$ cat config.mk
export PLATFORM = sky130hd
export DESIGN_NAME = button_step_ctrl
export DESIGN_NICKNAME = d
export VERILOG_FILES = /design/src/rtl/button_step_pkg.sv /design/src/rtl/btn_debounce.sv /design/src/rtl/button_step_ctrl.sv
export SDC_FILE = /design/constraint.sdc
export NUM_CORES = 1
export LEC_CHECK = 0
export ABC_AREA = 0
export CAP_MARGIN = 20
export CELL_PAD_IN_SITES_DETAIL_PLACEMENT = 1
export CELL_PAD_IN_SITES_GLOBAL_PLACEMENT = 1
export CORE_ASPECT_RATIO = 0.9
export CORE_MARGIN = 3
export CORE_UTILIZATION = 40
export DETAILED_ROUTE_END_ITERATION = 16
export PLACE_DENSITY_LB_ADDON = 0.05
export SYNTH_ARGS = -nofsm -noshare
export SYNTH_HDL_FRONTEND = slang
export SYNTH_SLANG_ARGS = --single-unit
$ cat constraint.sdc
create_clock -name clk -period 3.7 [get_ports clk]
set_clock_uncertainty 0.1 [all_clocks]
set_input_delay 1.11 -clock clk [delete_from_list [all_inputs] [get_ports clk]]
set_output_delay 1.11 -clock clk [all_outputs]
set_load 0.005 [all_outputs]
$ cat src/rtl/button_step_pkg.sv
// Shared types and default timing constants for the button step controller.
// Holds the FSM state encoding and a small helper used for counter sizing.
package button_step_pkg;

   typedef enum logic [1:0] {
      ST_IDLE   = 2'd0,
      ST_DELAY  = 2'd1,
      ST_REPEAT = 2'd2,
      ST_LOCK   = 2'd3
   } state_t;

   localparam int unsigned DEF_DEBOUNCE_CYCLES = 1000000;
   localparam int unsigned DEF_REPEAT_DELAY    = 50000000;
   localparam int unsigned DEF_REPEAT_PERIOD   = 10000000;

   function automatic int unsigned max_u(input int unsigned a, input int unsigned b);
      return (a > b) ? a : b;
   endfunction

endpackage

$ cat src/rtl/btn_debounce.sv
// Two-flop synchroniser followed by a stability counter for one raw button.
// The debounced level only flips after DEBOUNCE_CYCLES consecutive differing samples.
module btn_debounce
   import button_step_pkg::*;
#(
   parameter int unsigned DEBOUNCE_CYCLES = DEF_DEBOUNCE_CYCLES
) (
   input  logic clk,
   input  logic reset,
   input  logic raw,
   output logic level
);

   localparam int unsigned CW = $clog2(DEBOUNCE_CYCLES) + 1;

   logic          sync1;
   logic          sync2;
   logic [CW-1:0] cnt;

   // NOTE: sequential state uses non-blocking assignments so every flop samples pre-edge values.
   always_ff @(posedge clk or posedge reset) begin
      if (reset) begin
         sync1 <= 1'b0;
         sync2 <= 1'b0;
         level <= 1'b0;
         cnt   <= '0;
      end else begin
         sync1 <= raw;
         sync2 <= sync1;
         if (sync2 == level) begin
            cnt <= '0;
         end else if (cnt == CW'(DEBOUNCE_CYCLES - 1)) begin
            // This sample is the DEBOUNCE_CYCLES-th differing one: accept the new level.
            level <= sync2;
            cnt   <= '0;
         end else begin
            cnt <= cnt + 1'b1;
         end
      end
   end

endmodule

$ cat src/rtl/button_step_ctrl.sv
// Turns two raw push-buttons into single step pulses plus a direction for an up/down counter,
// with auto-repeat while a button is held and a lockout when both buttons are pressed.
module button_step_ctrl
   import button_step_pkg::*;
#(
   parameter int unsigned DEBOUNCE_CYCLES = DEF_DEBOUNCE_CYCLES,
   parameter int unsigned REPEAT_DELAY    = DEF_REPEAT_DELAY,
   parameter int unsigned REPEAT_PERIOD   = DEF_REPEAT_PERIOD
) (
   input  logic clk,
   input  logic reset,
   input  logic btn_up,
   input  logic btn_down,
   input  logic repeat_en,
   output logic en,
   output logic up,
   output logic pressed
);

   localparam int unsigned TW = $clog2(max_u(REPEAT_DELAY, REPEAT_PERIOD)) + 1;

   logic          db_up;
   logic          db_down;
   logic          lvl_up;
   logic          lvl_down;
   logic          prev_up;
   logic          prev_down;
   state_t        state;
   state_t        state_nx;
   logic [TW-1:0] timer;
   logic [TW-1:0] timer_nx;
   logic          en_nx;
   logic          up_nx;
   logic          rise_up;
   logic          rise_down;
   logic          active;
   logic          other;
   logic          expired;

   btn_debounce #(.DEBOUNCE_CYCLES(DEBOUNCE_CYCLES)) u_db_up (
      .clk   (clk),
      .reset (reset),
      .raw   (btn_up),
      .level (db_up)
   );

   btn_debounce #(.DEBOUNCE_CYCLES(DEBOUNCE_CYCLES)) u_db_down (
      .clk   (clk),
      .reset (reset),
      .raw   (btn_down),
      .level (db_down)
   );

   // Debounced levels are re-registered so edge detection and pressed share one pipeline stage.
   always_ff @(posedge clk or posedge reset) begin
      if (reset) begin
         lvl_up    <= 1'b0;
         lvl_down  <= 1'b0;
         prev_up   <= 1'b0;
         prev_down <= 1'b0;
         pressed   <= 1'b0;
         state     <= ST_IDLE;
         timer     <= '0;
         en        <= 1'b0;
         up        <= 1'b1;
      end else begin
         lvl_up    <= db_up;
         lvl_down  <= db_down;
         prev_up   <= lvl_up;
         prev_down <= lvl_down;
         pressed   <= db_up | db_down;
         state     <= state_nx;
         timer     <= timer_nx;
         en        <= en_nx;
         up        <= up_nx;
      end
   end

   assign rise_up   = lvl_up & ~prev_up;
   assign rise_down = lvl_down & ~prev_down;
   assign active    = up ? lvl_up : lvl_down;
   assign other     = up ? lvl_down : lvl_up;
   assign expired   = (timer == TW'(1));

   // NOTE: every output of this block gets a default first, so no latch can be inferred.
   always_comb begin
      state_nx = state;
      en_nx    = 1'b0;
      up_nx    = up;
      // The timer parks at 1 so a held expiry fires as soon as repeat_en returns.
      timer_nx = (timer > TW'(1)) ? timer - 1'b1 : timer;

      unique case (state)
         ST_IDLE: begin
            if ((rise_up && lvl_down) || (rise_down && lvl_up)) begin
               state_nx = ST_LOCK;
            end else if (rise_up || rise_down) begin
               en_nx    = 1'b1;
               up_nx    = rise_up;
               timer_nx = TW'(REPEAT_DELAY);
               state_nx = ST_DELAY;
            end
         end

         ST_DELAY, ST_REPEAT: begin
            if (other) begin
               state_nx = ST_LOCK;
            end else if (!active) begin
               // Release is checked before expiry so it wins a same-cycle tie.
               state_nx = ST_IDLE;
            end else if (expired && repeat_en) begin
               en_nx    = 1'b1;
               timer_nx = TW'(REPEAT_PERIOD);
               state_nx = ST_REPEAT;
            end
         end

         ST_LOCK: begin
            if (!lvl_up && !lvl_down) begin
               state_nx = ST_IDLE;
            end
         end

         default: state_nx = ST_IDLE;
      endcase
   end

endmodule

[After elaboration in Yosys (flattened, before gate mapping)]
Cells that the tools add are included.
Storage, ports and cells
  bits of input ports: 5
  output and inout bits: 3
  register bits after elaboration: 84
Operators by class
  equality and inequality tests: 11
  muxes and demuxes: 26
  $add $sub $neg: 3
  bitwise gates (word level): 8
  order comparisons: 1
  reduce and logical (&&, ||, !) cells: 14
Operators by type and width (number)
  2-to-1 mux 27 bit: 6
  2-to-1 mux 21 bit: 4
  case mux 27 bit (2 select lines): 1
  adder 21 x 1 -> 21 bit (second input constant): 2
  equality test 21 x 20 -> 1 bit (second input constant): 2
  equality test 27 x 1 -> 1 bit (second input constant): 1
  greater-than comparator 27 x 1 -> 1 bit (second input constant): 1
  subtractor 27 x 1 -> 27 bit (second input constant): 1
  2-to-1 mux 2 bit: 6
  2-to-1 mux 1 bit: 7
  case mux 2 bit (3 select lines): 1
  AND reduction 3 bit: 2
  inverter 1 bit: 5
  equality test 2 bit (second input constant): 2
  logical AND 1 bit: 4
  != test 4 bit (second input constant): 1
  AND reduction 2 bit: 2
  != test 3 bit (second input constant): 1
  AND 1 bit: 2
  equality test 1 bit: 2
  equality test 2 x 1 -> 1 bit (second input constant): 1
  zero test 1 bit: 2
  zero test 2 bit: 1
  logical OR 1 bit: 2
  4 further kinds: 4

[Logic depth before layout (Yosys ltp)]
Gate-level depths: netlist of the first run.
  depth after elaboration: 6
  gate-level depth with buffers: 8

[By module]
Synthesis of the first run repeated with hierarchy kept, for this count alone.
Second synthesis, totals
  cells, all modules: 446
  area total of the unflattened synthesis: 4409.2 um2
Modules (own cells, without submodules)
  btn_debounce: seq. area each 600.6 um2, area each 1152.4 um2, cells an instance 118, instances 2
  button_step_ctrl: seq. area each 902.1 um2, area each 2104.5 um2, cells an instance 210, instances 1

[Worst setup path after synthesis of the first run]
No wires, ideal clock.
  path type: reg2reg
  from: register timer[6]
  to: register state[1]
  period minus slack after synthesis: 2.515 ns
  library setup time: 0.127 ns
  data arrival time: 2.288 ns
  slack: 1.185 ns
  stages on the path, launching flop included: 8
  data required time: 3.473 ns
  path buffers: 2
  cells stage by stage: dfrtp_1 -> or4_1 -> buf_2 -> or4_4 -> buf_6 -> nor3_2 -> o21a_1 -> mux2_1
Between the ends
  longest elaborated chain between the ends: 4
RTL lines
  start: declaration: line button_step_ctrl.sv:30  | logic [TW-1:0] timer;
  start signal: assignment: line button_step_ctrl.sv:73  | timer <= timer_nx;
  equality test 27 x 1 -> 1 bit: line button_step_ctrl.sv:83  | assign expired = (timer == TW'(1));
  logical AND 1 bit: line button_step_ctrl.sv:111  | end else if (expired && repeat_en) begin
  != test 4 bit (no line)
  AND reduction 3 bit (no line)
  end signal: assignment: line button_step_ctrl.sv:72  | state <= state_nx;
  end: declaration: line button_step_ctrl.sv:28  | state_t state;
Every way passes these cells.
A chain may end at the register's enable or synchronous reset.

[Final worst setup path of the first run]
  from: register timer[6]
  to: register timer[16]
Between the ends
  longest elaborated chain between the ends: 6
RTL lines
  subtractor 27 x 1 -> 27 bit, or another cell as far along: line button_step_ctrl.sv:91  | timer_nx = (timer > TW'(1)) ? timer - 1'b1 : timer;
  2-to-1 mux 27 bit / logical AND 1 bit (equally long branches): line button_step_ctrl.sv:91, button_step_ctrl.sv:111
  2-to-1 mux 27 bit: line button_step_ctrl.sv:111
  2-to-1 mux 27 bit: line button_step_ctrl.sv:108  | end else if (!active) begin
  2-to-1 mux 27 bit: line button_step_ctrl.sv:106  | if (other) begin
  case mux 27 bit (2 select lines) (*): line button_step_ctrl.sv:93  | unique case (state)
  net timer_nx[16]: line button_step_ctrl.sv:31  | logic [TW-1:0] timer_nx;
The timed path passes the listed nets; every way through them passes the cells marked *.

==> results.ini, run 1 <==
[layout]
layout.cells.non_filler=577
ff_latch_area_um2=2100
n_antenna_cell=0
fill_cells=1178
fin_util_pct=46.4
layout-drive-gt1-share_pct=10.7
area_delta_synth_final_pct=11.5
layout.nets=455
multi_input_area_um2=2110

[place]
finalWeightedCongestion=0.745
hpwl_um=6640
place.port_buffers=7
dp_cells=561

[pwr]
ir_worst_vdd_uv=246
power-per-cell-area_nw_per_um2=389
leakagePower_nw=1.85

[clock_tree]
htree_levels=3
path_clk_slew_ns=0.06
cts_buffer_depth=2
clock_sinks=84
clkLatencyLatePin_ns=0.34
cts_made_buffers=9
cts_tree=built
cts_setup_buffers=0
cts_root_buf=clkbuf_16
cts-resized-gates=0
postCtsHoldBufs=0

[timing]
whs_ns=0.247
final-max-slew-violation-count=0
relSlewSlack_pct=37.5
hold_violations=0
fin_crit_ns=2.91
setup_viol=0
fmax_mhz=344
fin_crit_sh_pct=78.5
rsz0062_at_grt=no
worst_slew_pin_slew_ns=0.929
fin_tns_setup_ns=0

[hold_path]
hold_end=u_db_up.sync2
worstHoldStart=u_db_up.sync1
hp-class=register to register
min_delay_path_depth=0

[yosys]
synthArstFlopShare_pct=100
syn_inst=435
ys.flop_type=dfrtp_1
syn_nets=447
ys_seq_area_share_pct=48.5
avgSynthCellArea_um2=9.98
synth_edf_count=0
yosysWarnings=0
synth_area_um2=4340
ys_types=56
synth-seq-cells=84

[floorplanning]
die-area_um2=12100
row_count=35
core_um2=10400
die_x_um=116
start_util_pct=41.6
design.portCount=8
die_h_um=105

[route]
wl_per_cell_um=16.6
vias=3230
drc=0
firstDrtPassIters=4
detail_route.vias_per_cell=5.60
routed_wl_um=9600
drt_iter0_markers=163
ant_nets=0

[grt]
grt_use_total_pct=17.5
grt_max_degree=37
grt_pass1_wl_um=16800
grt_overflow_total=0
grt_antenna_before_repair=0
first_global_vias=3373

[setup_path]
start_kind=register
critPathRequiredTime_ns=3.81
cp_data_arrival_time_ns=3.02
reg2reg_slack_ns=0.79
r2r_cells=5
crit_type=register to register
cp-end-kind=register
crit_fanout=13
r2r-start=timer[6]
rr_endpoint=timer[16]

[job]
cap_violations=0

[outcome]
status=finished, final reports clean

cells in the final DEF (no fill, tap or decap), types with 3 or more instances in the layout:
cell type and count:
o21ai_0 10, a21oi_1 11, nand4_1 16, xnor2_1 14, or4_1 7, inv_1 12
nor2b_1 4, xor2_1 42, clkdlybuf4s50_1 7, buf_4 4, or3_1 5, nand2_1 14
ha_1 7, or2_2 3, a21oi_2 3, dfrtp_1 83, a31oi_1 3, o311ai_1 3
o31ai_1 8, o211ai_1 3, nor4b_1 3, nand3_1 28, clkbuf_16 9, nor3_1 14
nor2_1 62, and3_1 8, nor4_1 11, mux2i_1 4, o2111ai_1 3, nor2_2 7
and4_1 3
stage by stage:
| step | area, µm² | setup slack [ns] | power (mW) |
|---|---|---|---|
| global route | 4840 | 0.643 | 1.96 |
| CTS | 4840 | 0.781 | 1.92 |
| finish | 4840 | 0.794 | 1.88 |
| floorplan | 4340 | 0.327 | 0.978 |
| detailed placement | 4540 | 0.795 | 0.997 |
| global placement | 4540 | 0.893 | 0.997 |
cell families (layout without fill, tap and decap cells):
kind of cell             count (synthesis)  after routing  synth area share, %
AND/OR/NAND/NOR                        198            198                 24.8
flip-flops                              84             84                 48.5
XOR/XNOR                                56             56                 11.3
AO/OA/AOI/OAI                           55             55                 8.76
buffers and inverters                   28             41                 2.97
adder cells (fa/ha/maj)                  7              7                 2.02
multiplexers                             7              7                 1.70
critical path: stages, from the launching register on:
cell and delay [ns]:
dfrtp_1 0.40, or4_1 0.65, or4_4 0.57, o31ai_2 0.74
or4b_2 0.26, a21oi_2 0.05
cells in the mapped netlist, types with 3 or more instances:
| library cell | n | area (µm²) |
|---|---|---|
| nor3_1 | 14 | 70.1 |
| xor2_1 | 42 | 368 |
| or4_1 | 7 | 52.6 |
| nor4b_1 | 3 | 26.3 |
| o311ai_1 | 3 | 26.3 |
| and4_1 | 3 | 26.3 |
| nand4_1 | 16 | 100 |
| o211ai_1 | 3 | 22.5 |
| dfrtp_1 | 83 | 2080 |
| a21oi_2 | 3 | 26.3 |
| xnor2_1 | 14 | 123 |
| or3_1 | 5 | 31.3 |
| or2_2 | 3 | 18.8 |
| a21oi_1 | 11 | 55.1 |
| and3_1 | 8 | 50.1 |
| nor2b_1 | 4 | 25.0 |
| ha_1 | 7 | 87.6 |
| nand2_1 | 14 | 52.6 |
| nand3_1 | 28 | 140 |
| nor2_2 | 7 | 43.8 |
| mux2i_1 | 4 | 40.0 |
| a31oi_1 | 3 | 18.8 |
| o2111ai_1 | 3 | 26.3 |
| inv_1 | 13 | 48.8 |
| nor4_1 | 11 | 68.8 |
| clkbuf_1 | 11 | 41.3 |
| o31ai_1 | 8 | 60.1 |
| o21ai_0 | 10 | 50.1 |
| nor2_1 | 62 | 233 |
state kept, by name (all words and copies together), names as in the netlist, 2 cells and up:
| name | flops |
|---|---|
| timer | 27 |
| u_db_down.cnt | 21 |
| u_db_up.cnt | 21 |
| state | 2 |
metal layers:
| layer | vias up | wire, µm | track usage (%) | share of wire (%) |
|---|---|---|---|---|
| met4 | 0 | 96 | 4.23 | 1.0 |
| met2 | 37 | 4420 | 27.2 | 46 |
| li1 | 1568 | - | - | - |
| met5 | - | 0 | 0 | 0 |
| met3 | 10 | 316 | 4.98 | 3.3 |
| met1 | 1615 | 4760 | 24.0 | 50 |
power breakdown:
part	total, mW	internal [mW]	switching [mW]	leakage [nW]
Sequential	0.933	0.926	0.00715	1.03
Clock	0.907	0.541	0.366	0.139
Combinational	0.0447	0.0129	0.0319	0.683
area by class of cell:
| cell class | instances | share of cell area (%) |
|---|---|---|
| clock buffer | 12 | 5.09 |
| timing repair buffer | 12 | 2.48 |
| sequential | 84 | 43.5 |
| multi-input combinational | 323 | 43.6 |
| clock inverter | 4 | 1.03 |
| inverter | 13 | 1.03 |
| tap | 129 | 3.34 |
worst max path at each step:
stage	depth (start not counted)	end	startpoint	slack [ns]
6_report	5	timer[16]	timer[6]	0.79
5_1_grt	5	timer[16]	timer[6]	0.64
4_1_cts	5	timer[16]	timer[6]	0.78
3_5_place_dp	5	timer[16]	timer[6]	0.80
3_3_place_gp	5	timer[16]	timer[6]	0.89
2_1_floorplan	1	en	reset	0.33
Power figures use the tool's default switching activity.
==> inputs of run 2 (changes only) <==
Clock period 3.7 ns to 2.8 ns, I/O delays scaled along.
==> run 2 against run 1 <==
  * Clock power is 28% higher
  * Clock-buffer cell count is 1 lower
  * Routed wire length is 2.0% higher
  * Utilization is 0.83 points higher
  * Cell area is 1.8% higher
  * Register-to-register slack worse by 0.58 ns
  * Non-clock buffer count is 11 higher
  * Total power is 30% higher
  * Worst setup slack worse by 0.58 ns
  * Sequential share of layout area is 0.76 points lower
  * Critical endpoint is now timer[24]
  * Largest cell class unchanged
==> results.ini, run 2 (synthesis gave the netlist of run 1 again) <==
[outcome]
status=finished, final reports clean

[clock_tree]
path_clk_slew_ns=0.06  ; about the same
clock_sinks=84  ; unchanged
cts_setup_buffers=0  ; unchanged
clkLatencyLatePin_ns=0.34  ; about the same
cts_buffer_depth=2  ; unchanged
cts_made_buffers=9  ; unchanged
cts-resized-gates=0  ; unchanged
htree_levels=3  ; unchanged
postCtsHoldBufs=0  ; unchanged
cts_root_buf=clkbuf_16
cts_tree=built

[floorplanning]
design.portCount=8  ; unchanged
start_util_pct=41.6  ; unchanged
core_um2=10400  ; unchanged
die-area_um2=12100  ; unchanged
die_h_um=105  ; unchanged
die_x_um=116  ; unchanged
row_count=35  ; unchanged

[setup_path]
cp-end-kind=register
crit_type=register to register
crit_fanout=11  ; -2
critPathRequiredTime_ns=2.90  ; -0.91 ns
cp_data_arrival_time_ns=2.69  ; -0.33 ns
start_kind=register

[layout]
layout-drive-gt1-share_pct=12.9  ; +2.1 points
fin_area_um2=4930  ; +1.8%
layout.nets=466  ; +2.4%
area_delta_synth_final_pct=13.5
top_register=timer
n_antenna_cell=0  ; unchanged
final_cell_mix=83 x dfrtp_1, 62 x nor2_1, 42 x xor2_1
largest_reg_flops=27  ; unchanged
layout_commonest_cell=dfrtp_1
top_regs=timer (27), u_db_down.cnt (21), u_db_up.cnt (21)

[grt]
first_global_vias=3384  ; +0.33%
grt_overflow_total=0  ; unchanged
grt_use_total_pct=17.6  ; +0.14 points
grt_pass1_wl_um=17000  ; +1.4%
grt_max_degree=50  ; +35%
grt_antenna_before_repair=0  ; unchanged

[timing]
fin_crit_ns=2.58  ; -0.324 ns
fin_crit_sh_pct=92.2  ; +14 points
final-max-slew-violation-count=0  ; unchanged
rsz0062_at_grt=no
fmax_mhz=387  ; +13%
worst_slew_pin_slew_ns=0.709  ; -0.220 ns
setup_viol=0  ; unchanged
hold_violations=0  ; unchanged
fin_tns_setup_ns=0  ; unchanged
relSlewSlack_pct=52.3  ; +15 points

[route]
drc=0  ; unchanged
firstDrtPassIters=4  ; unchanged
wl_per_cell_um=16.7  ; about the same
vias=3245  ; +0.46%
routed_wl_um=9790  ; +2.0%
detail_route.vias_per_cell=5.52  ; -1.4%
ant_nets=0  ; unchanged
drt_iter0_markers=97  ; -40%

[pwr]
power-per-cell-area_nw_per_um2=498  ; +28%
leakagePower_nw=1.91  ; +2.9%
ir_worst_vdd_uv=302  ; +23%
power.total_mw=2.45  ; +30%

[hold_path]
hp-class=register to register

[place]
hpwl_um=6860  ; +3.3%
place.port_buffers=7  ; unchanged
finalWeightedCongestion=0.769  ; +3.2%
placed_area_um2=4640  ; +2.1%

[job]
cap_violations=0  ; unchanged

## run 2: worst max-delay path, cell delays in order (launching register included)
cell and delay (ns):
dfrtp_1 0.40, or4_1 0.55, or4_4 0.55, o31ai_2 0.45, buf_4 0.23, or3_1 0.11, a21oi_1 0.06
## run 2: path summary, 6_finish.rpt
path / from / to / slack, ns / depth (start not counted)
worst max-delay path: timer[6] / timer[24] / 0.22 / 6
worst min-delay path: u_db_down.sync1 / u_db_down.sync2 / 0.25 / 0
worst max register to register: timer[6] / timer[24] / 0.22 / 6
worst min register to register: u_db_down.sync1 / u_db_down.sync2 / 0.25 / 0
max in group asynchronous: reset / up / 1.46 / 3
min in group asynchronous: reset / u_db_up.cnt[4] / 0.83 / 3
## run 2: metrics by stage
step / util (%) / hold WS [ns] / std cells / worst slack [ns]
final: 47.3 / 0.248 / 588 / 0.218
after global routing: 47.3 / 0.270 / 588 / 0.0955
after CTS: 47.3 / 0.250 / 588 / 0.224
after detailed placement: 44.5 / 0.236 / 572 / 0.263
after global placement: 44.5 / 0.233 / 572 / 0.306
after floorplan: - / 0.231 / 435 / 0.285
## run 2: cell type report
| class | count | area (µm²) |
|---|---|---|
| multi-input cells | 323 | 2110 |
| well taps | 129 | 161 |
| clock buffers | 11 | 233 |
| flip-flops and latches | 84 | 2100 |
| clock inverters | 5 | 52.6 |
| repair buffers | 23 | 215 |
| inverters | 13 | 52.6 |
| fillers | 1167 | 5500 |
## run 2: per-layer routing
layer  global-route usage [%]  vias up  routed length [µm]  share of wire (%)
met4                     4.31        0                 116                1.2
met5                        0        -                   0                  0
met1                     24.9     1620                4940                 50
li1                         -     1593                   -                  -
met3                     4.17       10                 197                2.0
met2                     27.3       22                4540                 46
## run 2: report_power, final
part           leakage, nW  internal, mW  switching (mW)
sequential            1.03          1.22          0.0100
combinational        0.737        0.0203          0.0425
clock                0.139         0.687           0.470
total                 1.91          1.93           0.523
